[src/rtl/rank_cmd_arbiter.sv]
// rank_cmd_arbiter: multi-rank command-bus arbiter for one DDR channel.
// Grants at most one command per cycle. CAS spacing covers tCCD_S, tCCD_L
// and the rank-switch penalty. Selection is round-robin, and aged ranks
// take priority so that no rank starves.
//
// Ports:
//   clk          clock
//   rst          asynchronous, active-low reset
//   req_valid    per-rank request pending
//   req_cas      per-rank request is CAS (RD/WR); 0 = ACT/PRE/REF
//   req_bg       per-rank bank group, slice [r*BGW +: BGW]
//   grant        one-hot grant (combinational)
//   grant_valid  OR of grant (combinational)
//   grant_rank   granted rank index, 0 when idle (combinational)
//   grant_cas    granted command is CAS (combinational)
//   aged_mask    registered, rank age counter has reached AGE_LIMIT
module rank_cmd_arbiter #(
    parameter int unsigned NUM_RANKS = 4,
    parameter int unsigned BGW       = 2,
    parameter int unsigned TCCD_S    = 4,
    parameter int unsigned TCCD_L    = 6,
    parameter int unsigned TRTRS     = 1,
    parameter int unsigned AGE_LIMIT = 15
) (
    input  logic                          clk,
    input  logic                          rst,
    input  logic [NUM_RANKS-1:0]          req_valid,
    input  logic [NUM_RANKS-1:0]          req_cas,
    input  logic [NUM_RANKS*BGW-1:0]      req_bg,
    output logic [NUM_RANKS-1:0]          grant,
    output logic                          grant_valid,
    output logic [$clog2(NUM_RANKS)-1:0]  grant_rank,
    output logic                          grant_cas,
    output logic [NUM_RANKS-1:0]          aged_mask
);

    localparam int unsigned RANK_W      = $clog2(NUM_RANKS);
    localparam int unsigned ELAPSED_MAX = TCCD_S + TRTRS + TCCD_L;
    localparam int unsigned ELAPSED_W   = $clog2(ELAPSED_MAX + 1);
    localparam int unsigned AGE_W       = $clog2(AGE_LIMIT + 1);

    // Registered arbitration state
    logic [RANK_W-1:0]    rrPtr;
    logic [ELAPSED_W-1:0] elapsed;
    logic [RANK_W-1:0]    lastRank;
    logic [BGW-1:0]       lastBg;
    logic                 casSeen;
    logic [AGE_W-1:0]     age [NUM_RANKS];
    logic [NUM_RANKS-1:0] agedMask;

    // Combinational arbitration signals
    logic [NUM_RANKS-1:0] casOk;
    logic [NUM_RANKS-1:0] eligible;
    logic [NUM_RANKS-1:0] selSet;
    logic                 blockCas;
    logic                 selFound;
    logic [RANK_W-1:0]    selRank;
    logic [NUM_RANKS-1:0] grantRaw;
    logic                 selCas;
    logic [BGW-1:0]       selBg;
    int unsigned          scanIdx;
    logic [RANK_W-1:0]    nextPtr;
    logic [AGE_W-1:0]     ageNext [NUM_RANKS];

    // Required CAS-to-CAS gap for a candidate relative to the last CAS
    function automatic logic [ELAPSED_W-1:0] gapOf(input logic sameRank, input logic sameBg);
        if (sameRank && sameBg) begin
            return ELAPSED_W'(TCCD_L);
        end else if (sameRank) begin
            return ELAPSED_W'(TCCD_S);
        end else begin
            return ELAPSED_W'(TCCD_S + TRTRS);
        end
    endfunction

    // Spacing check, aged-rank CAS blocking and eligibility
    always_comb begin
        casOk    = '0;
        eligible = '0;
        for (int r = 0; r < NUM_RANKS; r++) begin
            casOk[r] = !casSeen ||
                       (elapsed >= gapOf(RANK_W'(r) == lastRank,
                                         req_bg[r*BGW +: BGW] == lastBg));
        end
        // An aged rank stuck on spacing freezes CAS traffic from younger ranks
        // so the spacing window can open for it.
        blockCas = |(agedMask & req_valid & req_cas & ~casOk);
        for (int r = 0; r < NUM_RANKS; r++) begin
            eligible[r] = req_valid[r] &
                          (~req_cas[r] | (casOk[r] & (~blockCas | agedMask[r])));
        end
        selSet = (|(eligible & agedMask)) ? (eligible & agedMask) : eligible;
    end

    // Rotating priority scan starting at rrPtr
    always_comb begin
        selFound = 1'b0;
        selRank  = '0;
        scanIdx  = 0;
        for (int i = 0; i < NUM_RANKS; i++) begin
            scanIdx = 32'(rrPtr) + 32'(i);
            if (scanIdx >= NUM_RANKS) begin
                scanIdx = scanIdx - NUM_RANKS;
            end
            if (!selFound && selSet[RANK_W'(scanIdx)]) begin
                selFound = 1'b1;
                selRank  = RANK_W'(scanIdx);
            end
        end
    end

    // One-hot grant plus the granted command's attributes
    always_comb begin
        grantRaw = '0;
        selCas   = 1'b0;
        selBg    = '0;
        for (int r = 0; r < NUM_RANKS; r++) begin
            if (selFound && (selRank == RANK_W'(r))) begin
                grantRaw[r] = 1'b1;
                selCas      = req_cas[r];
                selBg       = req_bg[r*BGW +: BGW];
            end
        end
        nextPtr = (32'(selRank) == NUM_RANKS - 1) ? '0 : selRank + RANK_W'(1);
    end

    // Per-rank age: cleared when idle or granted, otherwise saturating count
    always_comb begin
        for (int r = 0; r < NUM_RANKS; r++) begin
            ageNext[r] = age[r];
            if (grantRaw[r] || !req_valid[r]) begin
                ageNext[r] = '0;
            end else if (age[r] != AGE_W'(AGE_LIMIT)) begin
                ageNext[r] = age[r] + AGE_W'(1);
            end
        end
    end

    // Grants are forced low while reset is held
    assign grant       = rst ? grantRaw : '0;
    assign grant_valid = rst & selFound;
    assign grant_rank  = (rst & selFound) ? selRank : '0;
    assign grant_cas   = rst & selFound & selCas;
    assign aged_mask   = agedMask;

    // Arbitration state update
    always_ff @(posedge clk or negedge rst) begin
        if (!rst) begin
            rrPtr    <= '0;
            elapsed  <= ELAPSED_W'(ELAPSED_MAX);
            lastRank <= '0;
            lastBg   <= '0;
            casSeen  <= 1'b0;
            agedMask <= '0;
            for (int r = 0; r < NUM_RANKS; r++) begin
                age[r] <= '0;
            end
        end else begin
            if (selFound) begin
                rrPtr <= nextPtr;
            end
            if (selFound && selCas) begin
                elapsed  <= ELAPSED_W'(1);
                lastRank <= selRank;
                lastBg   <= selBg;
                casSeen  <= 1'b1;
            end else if (elapsed != ELAPSED_W'(ELAPSED_MAX)) begin
                elapsed <= elapsed + ELAPSED_W'(1);
            end
            for (int r = 0; r < NUM_RANKS; r++) begin
                age[r]      <= ageNext[r];
                agedMask[r] <= (ageNext[r] == AGE_W'(AGE_LIMIT));
            end
        end
    end

endmodule

[config.mk]
export PLATFORM = sky130hd
export DESIGN_NAME = rank_cmd_arbiter
export DESIGN_NICKNAME = d
export VERILOG_FILES = /design/src/rtl/rank_cmd_arbiter.sv
export SDC_FILE = /design/constraint.sdc
export NUM_CORES = 1
export LEC_CHECK = 0
export CAP_MARGIN = 5
export CORE_ASPECT_RATIO = 0.8
export CORE_MARGIN = 2
export CORE_UTILIZATION = 45
export CTS_CLUSTER_SIZE = 8
export DETAILED_ROUTE_END_ITERATION = 12
export PLACE_DENSITY = 0.67
export SYNTH_ARGS = -nofsm -noshare
export SYNTH_HDL_FRONTEND = slang
export SYNTH_SLANG_ARGS = --single-unit
export TNS_END_PERCENT = 10
[constraint.sdc]
create_clock -name clk -period 8.3 [get_ports clk]
set_input_delay 1.66 -clock clk [delete_from_list [all_inputs] [get_ports clk]]
set_output_delay 1.66 -clock clk [all_outputs]
set_load 0.02 [all_outputs]
==> results of run 1 <==
==> worst register-to-register path, delay by kind of cell, from the launching register on <==
kind	cells	cell delay [ns]
AOI/OAI and AO/OA	8	1.49
adders and majority gates	2	0.57
buffers and inverters	2	0.26
DFF	1	0.43
muxes	1	0.30
and+or+nand+nor	8	1.59
==> worst paths after layout <==
kind / start / endpoint / slack, ns / cells past startpoint
setup / recovery: req_bg[4] / grant_cas / 0.36 / 18
hold / removal: rrPtr[0] / rrPtr[0] / 0.57 / 2
setup reg to reg: lastRank[1] / lastRank[1] / 3.55 / 21
hold reg to reg: rrPtr[0] / rrPtr[0] / 0.57 / 2
max in group asynchronous: rst / elapsed[3] / 6.18 / 2
min in group asynchronous: rst / elapsed[2] / 1.79 / 2
==> what timing repair did <==
action / CTS / global route
resized for setup: 0 / 5
endpoints found under the hold margin: 0 / 0
setup endpoints to repair: 0 / 1
==> cells by family (layout without fill, tap and decap cells) <==
family,Yosys count,after routing
AOI/OAI and AO/OA,52,52
xor gates and xnor gates,14,14
and+or+nand+nor,127,127
buffers and inverters,19,49
DFF,31,31
muxes,10,10
adders and majority gates,17,17
==> where the power goes <==
group / internal [mW] / switching [mW] / leakage [nW]
clock: 0.0573 / 0.0587 / 0.0477
combinational: 0.202 / 0.217 / 0.784
sequential: 0.196 / 0.0637 / 0.399
==> cell type report <==
cell class / count / area [um2]
inverters: 10 / 37.5
flip-flops and latches: 31 / 779
clock inverters: 3 / 15.0
repair buffers: 31 / 305
well taps: 62 / 77.6
clock buffers: 5 / 68.8
multi-input cells: 220 / 1570
fillers: 454 / 2240
==> sequential cells by signal, indices dropped and copies added (netlist names) <==
signal	flops
aged_mask	4
lastRank	2
lastBg	2
casSeen	1
rrPtr	2
age	16
elapsed	4
==> metrics by stage <==
stage,std cells,hold slack (ns),cell area [um2]
floorplan,270,0.508,2410
finish,362,0.568,2850
global route,362,0.588,2850
CTS,362,0.561,2810
detailed placement,354,0.553,2730
global placement,354,0.553,2730
==> routing by layer <==
metal  global-route usage [%]  part of all wire (%)  vias to the layer above
li1                         -                     -                     1035
met1                     30.3                    52                      984
met2                     27.3                    43                       50
met3                     4.40                   5.3                        2
met4                     4.76                  0.22                        0
met5                        0                     0                        -
==> cell usage after synthesis (6+ instances only) <==
cell type                  count  area (um2)
sky130_fd_sc_hd__a21oi_1      10        50.1
sky130_fd_sc_hd__dfrtp_1      28         701
sky130_fd_sc_hd__ha_1         17         213
sky130_fd_sc_hd__inv_1        10        37.5
sky130_fd_sc_hd__mux2i_1       6        60.1
sky130_fd_sc_hd__nand2_1      24        90.1
sky130_fd_sc_hd__nand2b_1      6        37.5
sky130_fd_sc_hd__nand3_1      13        65.1
sky130_fd_sc_hd__nor2_1       31         116
sky130_fd_sc_hd__nor3_1       11        55.1
sky130_fd_sc_hd__nor3b_1       7        52.6
sky130_fd_sc_hd__o21ai_0      14        70.1
sky130_fd_sc_hd__xor2_1        9        78.8
==> results_tabular.tex, run 1 <==
\begin{tabular}{lr}
\hline
Metric & Value \\
\hline
\multicolumn{2}{l}{\textbf{Clocking}} \\
Worst-path clk slew & 0.07 ns \\
TritonCTS clock tree & yes \\
Clock Path Buffers & 2 \\
Cell at the root of the clock tree & sky130\_fd\_sc\_hd\_\_clkbuf\_8 \\
H-tree lvl count & 2 \\
Post-CTS Repair Setup Buffers & 0 \\
Quantity of hold-fixing buffers added after cts & 0 \\
Clock latency on the worst-skew pair & 0.28 ns \\
Cts bufs inserted & 5 \\
TritonCTS Sinks & 31 \\
\multicolumn{2}{l}{\textbf{Placement}} \\
Gp weighted congestion & 0.905 \\
Final HPWL from detailed placement & 4120 um \\
Post-placement worst setup slack & roughly 0.28 ns \\
Count of buffers inserted at the top-level ports & 29 \\
\multicolumn{2}{l}{\textbf{Timing}} \\
Maximum clock rate & roughly 0.13 GHz \\
Fraction of the cycle the final worst path needs & 95.6\% \\
Worst Skew & 0.00538 ns \\
Worst path setup slack after routing & 0.361 ns \\
Final setup violation count & 0 \\
Rel. slew slack & approximately two thirds \\
Total negative slack & 0 ns \\
Final worst path period need & 7.94 ns \\
Number of endpoints with negative hold slack in the final report & 0 \\
Setup repair after global routing missed its margin & no \\
Slew at the pin closest to its max-slew limit & 0.509 ns \\
Final count of pins violating max slew & 0 \\
\multicolumn{2}{l}{\textbf{Global route}} \\
Wire length of the first global-routing pass & 9440 um \\
Number of antenna violations at the first check in global routing & 0 \\
Largest net degree at the start of global routing & 38 \\
Via count of the first global-routing pass & approximately 1.9k \\
Overall Global Routing Usage & between 10\% and 20\% \\
Global-route congestion overflow total & 0 \\
\multicolumn{2}{l}{\textbf{Routing}} \\
Per-cell routed wire length & roughly 15 um \\
DRC viols & 0 \\
Detailed-route via count & 2,071 \\
Number of vias per cell after detailed routing & about 5.7 \\
Detailed Routing Iterations Pass 1 & 7 \\
Final ANT Viol Nets & 0 \\
Initial DRC Count & 127 \\
WL final & 5540 um \\
\multicolumn{2}{l}{\textbf{Cells and area}} \\
Fraction of final layout cells with drive strength greater than 1 & 11.3\% \\
Commonest non-fill, non-tap cell in the layout & sky130\_fd\_sc\_hd\_\_nor2\_1 \\
Utilization of the core after routing & 55.9\% \\
Area growth from synthesis to layout & 18.2\% \\
Layout net count & 334 \\
Most used cells in the layout excluding fill and tap cells & 31 x sky130\_fd\_sc\_hd\_\_nor2\_1, 29 x sky130\_fd\_sc\_hd\_\_clkdlybuf4s50\_1, 28 x sky130\_fd\_sc\_hd\_\_dfrtp\_1, 24 x sky130\_fd\_sc\_hd\_\_nand2\_1, 17 x sky130\_fd\_sc\_hd\_\_ha\_1 \\
Final antenna diode count & 0 \\
\multicolumn{2}{l}{\textbf{Synthesis}} \\
Area share of xor/xnor cells in the synthesized design & 5.09\% \\
Simple logic cell fraction of the synthesized area & 28.6\% \\
Adder-cell share of the synthesized area & 8.83\% \\
Mux cell area share after synthesis & 4.67\% \\
Primary flip-flop cell chosen by synthesis mapping & sky130\_fd\_sc\_hd\_\_dfrtp\_1 \\
Synth Area per Inst & 8.93 um2 \\
Area fraction in compound gates after synthesis & around 16\% \\
Main combinational cell family by area after synthesis & simple AND/OR/NAND/NOR gates \\
Post-Syn Area & between 0.002 and 0.0025 mm2 \\
Net count after synthesis & between 300 and 400 \\
Number of flops mapped to enable cells by yosys & 0 \\
Synth warnings & 0 \\
Seq cells post-synth & 31 \\
Count of unique library cells instantiated by Yosys & approximately 50 \\
Async set-or-reset flop fraction in the synthesized netlist & 100\% \\
Share of synthesized area occupied by flip-flops and latches & between 30\% and 40\% \\
Post-synthesis cell count & 270 \\
\multicolumn{2}{l}{\textbf{Job}} \\
Max cap viols & 0 \\
\multicolumn{2}{l}{\textbf{Power}} \\
Lkg Pwr & 1.23 nW \\
Peak VDD IR & 0.000146 V \\
Power density relative to cell area & 279 mW/mm2 \\
Post-layout power & 795 uW \\
\multicolumn{2}{l}{\textbf{Run status}} \\
Status & complete, no violations \\
\multicolumn{2}{l}{\textbf{Floorplan}} \\
Width of the die & $\sim$86 um \\
Number of placement rows & 23 \\
Starting Density & $\sim$47\% \\
Floorplan die height & 69.5 um \\
Top Ports & 30 \\
Core region area & $\sim$0.005 mm2 \\
DIE AREA & 0.00596 mm2 \\
\multicolumn{2}{l}{\textbf{Setup path}} \\
Critical-path cell list & clkdlybuf4s50\_1, xor2\_1, or3\_1, ha\_1, o21ai\_0, o211ai\_1, o22ai\_1, or3\_4, a221o\_1, o21ai\_0, o211a\_1, ha\_1, a21oi\_1, nor2\_1, a21oi\_1, o21ai\_0, and3\_1, clkdlybuf4s50\_1 \\
Crit-path max FO & 8 \\
Crit path max-delay cell type & sky130\_fd\_sc\_hd\_\_clkdlybuf4s50\_1 \\
Critical path launch point type & primary input \\
Cell occurring most often along the worst timing path & sky130\_fd\_sc\_hd\_\_o21ai\_0 \\
Critical Path RT & around 6.6 ns \\
Setup CP Type & in2out \\
Number of buffer and inverter instances along the worst setup path & 2 \\
Type of element capturing the critical path & output pin \\
Largest stage delay on the critical path & 0.60 ns \\
Crit path DAT & about 6.3 ns \\
Kind of cell with the highest combined delay on the critical path & compound AO/OA/AOI/OAI gates \\
\multicolumn{2}{l}{\textbf{Hold path}} \\
Classification of the worst-slack hold path & reg2reg \\
\hline
\end{tabular}
Power figures use the tool's default switching activity.
==> run 2, diff against run 1 <==
- ABC_CLOCK_PERIOD_IN_PS: default -> 8300
==> results of run 2 <==
Same layout as run 1: the final DEF is identical, and so are final timing and power.
==> run 3, diff against run 2 <==
- CORE_UTILIZATION: 45 -> 35
- PLACE_DENSITY: 0.67 -> default
==> results_tabular.tex, run 3 (synthesis gave the netlist of run 1 again) <==
\begin{tabular}{lr}
\hline
Metric & Value \\
\hline
\multicolumn{2}{l}{\textbf{Global route}} \\
Largest net degree at the start of global routing & 23 \\
Number of antenna violations at the first check in global routing & 0 \\
Global-route congestion overflow total & 0 \\
Via count of the first global-routing pass & 1,899 \\
Wire length of the first global-routing pass & 9520 um \\
Overall Global Routing Usage & 15.6\% \\
\multicolumn{2}{l}{\textbf{Floorplan}} \\
Floorplan die height & 78.2 um \\
Width of the die & 96.8 um \\
Starting Density & 35.5\% \\
Top Ports & 30 \\
Core region area & around 0.0068 mm2 \\
DIE AREA & 0.00757 mm2 \\
Number of placement rows & 27 \\
\multicolumn{2}{l}{\textbf{Cells and area}} \\
Fraction of final layout cells with drive strength greater than 1 & 11.0\% \\
Area occupied by multi-input gates & roughly 0.0015 mm2 \\
Utilization of the core after routing & between 40\% and 50\% \\
Flip-flop count of the largest register, all copies and words added & 16 \\
Post-route cell area & roughly 0.0029 mm2 \\
Most used cells in the layout excluding fill and tap cells & 31 x sky130\_fd\_sc\_hd\_\_nor2\_1, 29 x sky130\_fd\_sc\_hd\_\_clkdlybuf4s50\_1, 28 x sky130\_fd\_sc\_hd\_\_dfrtp\_1, 24 x sky130\_fd\_sc\_hd\_\_nand2\_1, 17 x sky130\_fd\_sc\_hd\_\_ha\_1 \\
Area growth from synthesis to layout & 19.3\% \\
Final antenna diode count & 0 \\
Register ranked first by flip-flop count & age \\
Fin cells & 387 \\
Layout net count & 335 \\
Layout filler cell count & 673 \\
Commonest non-fill, non-tap cell in the layout & sky130\_fd\_sc\_hd\_\_nor2\_1 \\
Sequential cell area & just under 800 um2 \\
\multicolumn{2}{l}{\textbf{Routing}} \\
Final ANT Viol Nets & 0 \\
Number of vias per cell after detailed routing & 5.41 \\
Detailed Routing Iterations Pass 1 & 4 \\
WL final & 5690 um \\
DRC viols & 0 \\
Detailed-route via count & 2,092 \\
Initial DRC Count & 64 \\
Per-cell routed wire length & 14.7 um \\
\multicolumn{2}{l}{\textbf{Setup path}} \\
Setup CP Type & in2out \\
Largest stage delay on the critical path & between 0.6 and 0.7 ns \\
Kind of cell with the highest combined delay on the critical path & compound AO/OA/AOI/OAI gates \\
Type of element capturing the critical path & output pin \\
Number of buffer and inverter instances along the worst setup path & 3 \\
Crit path max-delay cell type & sky130\_fd\_sc\_hd\_\_clkdlybuf4s50\_1 \\
Crit-path max FO & 8 \\
Crit path DAT & 6.27 ns \\
Critical Path RT & roughly 6.6 ns \\
Critical-path cell list & clkdlybuf4s50\_1, xor2\_1, or3\_1, ha\_1, o21ai\_0, o211ai\_1, o22ai\_1, or3\_4, a221o\_1, o211ai\_1, o211a\_1, inv\_1, ha\_1, nor2\_1, a21oi\_1, nor2\_1, a21oi\_1, o21ai\_0, and3\_1, clkdlybuf4s50\_1 \\
Critical path launch point type & primary input \\
\multicolumn{2}{l}{\textbf{Power}} \\
Power density relative to cell area & approximately 280 mW/mm2 \\
Post-layout power & between 700 and 800 uW \\
Lkg Pwr & 1.23 nW \\
Peak VDD IR & 0.000131 V \\
\multicolumn{2}{l}{\textbf{Placement}} \\
Final HPWL from detailed placement & 4380 um \\
Gp weighted congestion & $\sim$0.9 \\
Inst Count DP & 380 \\
Count of buffers inserted at the top-level ports & 29 \\
Cell Area, Placed & 0.00276 mm2 \\
\multicolumn{2}{l}{\textbf{Clocking}} \\
Worst-path clk slew & $\sim$0.070 ns \\
TritonCTS clock tree & yes \\
Post-CTS Repair Setup Buffers & 0 \\
Clock Path Buffers & 2 \\
Clock latency on the worst-skew pair & 0.28 ns \\
H-tree lvl count & 2 \\
Quantity of hold-fixing buffers added after cts & 0 \\
TritonCTS Sinks & 31 \\
Cts bufs inserted & 5 \\
Cell at the root of the clock tree & sky130\_fd\_sc\_hd\_\_clkbuf\_8 \\
\multicolumn{2}{l}{\textbf{Timing}} \\
Rel. slew slack & 56.3\% \\
Final setup violation count & 0 \\
Setup repair after global routing missed its margin & no \\
Fraction of the cycle the final worst path needs & 95.5\% \\
Maximum clock rate & 0.126 GHz \\
Total negative slack & 0 ns \\
Final worst path period need & 7.93 ns \\
Final count of pins violating max slew & 0 \\
Worst Skew & just under 0.006 ns \\
Slew at the pin closest to its max-slew limit & roughly 0.65 ns \\
Number of endpoints with negative hold slack in the final report & 0 \\
\multicolumn{2}{l}{\textbf{Hold path}} \\
Classification of the worst-slack hold path & reg2reg \\
\multicolumn{2}{l}{\textbf{Job}} \\
Max cap viols & 0 \\
\multicolumn{2}{l}{\textbf{Run status}} \\
Status & complete, no violations \\
\hline
\end{tabular}
## run 3: cell types whose count changed in the layout (fill, tap and decap cells not counted), sizes merged
cell | previous run | this run
clkbuf | 5 | 6
buf | 2 | 3
clkinv | 3 | 1
## run 3: cell type report
type | instances | share of cell area, %
Tap cell | 87 | 3.79
Inverter | 10 | 1.31
Clock buffer | 6 | 2.87
Clock inverter | 1 | 0.174
Multi-Input combinational cell | 220 | 53.9
Timing Repair Buffer | 32 | 10.9
Sequential cell | 31 | 27.1
## run 3: path summary, 6_finish.rpt
| path | from | end | slack (ns) | cells past startpoint |
|---|---|---|---|---|
| worst max-delay path | req_bg[4] | grant_cas | 0.37 | 20 |
| min in group asynchronous | rst | age[8] | 1.78 | 1 |
| max in group asynchronous | rst | elapsed[3] | 5.73 | 2 |
| worst min register to register | age[15] | aged_mask[0] | 0.57 | 2 |
| worst min-delay path | age[15] | aged_mask[0] | 0.57 | 2 |
| worst max register to register | lastRank[1] | lastRank[0] | 3.61 | 20 |
## run 3: worst register-to-register path, cell delays in order (launching register included)
cell	delay, ns
sky130_fd_sc_hd__dfrtp_1	0.42
sky130_fd_sc_hd__or2_2	0.32
sky130_fd_sc_hd__or3_1	0.35
sky130_fd_sc_hd__ha_1	0.30
sky130_fd_sc_hd__o21ai_0	0.07
sky130_fd_sc_hd__o21bai_1	0.24
sky130_fd_sc_hd__nor2_1	0.07
sky130_fd_sc_hd__or3_4	0.45
sky130_fd_sc_hd__a221o_1	0.35
sky130_fd_sc_hd__o211ai_1	0.12
sky130_fd_sc_hd__o211a_1	0.30
sky130_fd_sc_hd__inv_1	0.09
sky130_fd_sc_hd__ha_1	0.28
sky130_fd_sc_hd__nor2_1	0.13
sky130_fd_sc_hd__a21oi_1	0.05
sky130_fd_sc_hd__nor2_1	0.10
sky130_fd_sc_hd__a21oi_1	0.04
sky130_fd_sc_hd__o21ai_0	0.22
sky130_fd_sc_hd__buf_4	0.16
sky130_fd_sc_hd__and2_4	0.21
sky130_fd_sc_hd__mux2_4	0.31
## run 3: metrics by stage
| stage | hold slack [ns] | worst slack [ns] |
|---|---|---|
| 2_1_floorplan | 0.508 | 1.45 |
| 3_3_place_gp | 0.554 | 0.322 |
| 3_5_place_dp | 0.550 | 0.328 |
| 4_1_cts | 0.571 | 0.282 |
| 5_1_grt | 0.601 | 0.0332 |
| 6_report | 0.570 | 0.375 |
## run 3: power by group
| part | switching [mW] | internal, mW |
|---|---|---|
| registers | 0.0618 | 0.196 |
| logic | 0.216 | 0.203 |
| clock network | 0.0554 | 0.0650 |
## run 3: layer usage
metal	vias to the layer above	global-route usage (%)	part of all wire, %	routed length [um]
li1	1028	-	-	-
met1	996	23.0	53	2990
met2	58	23.3	42	2380
met3	10	3.47	4.3	246
met4	0	3.80	1.3	74
met5	-	0	0	0
## run 3: timing repair
action	CTS	global route
resized for setup	0	3
endpoints found under the hold margin	0	0
setup endpoints to repair	0	1
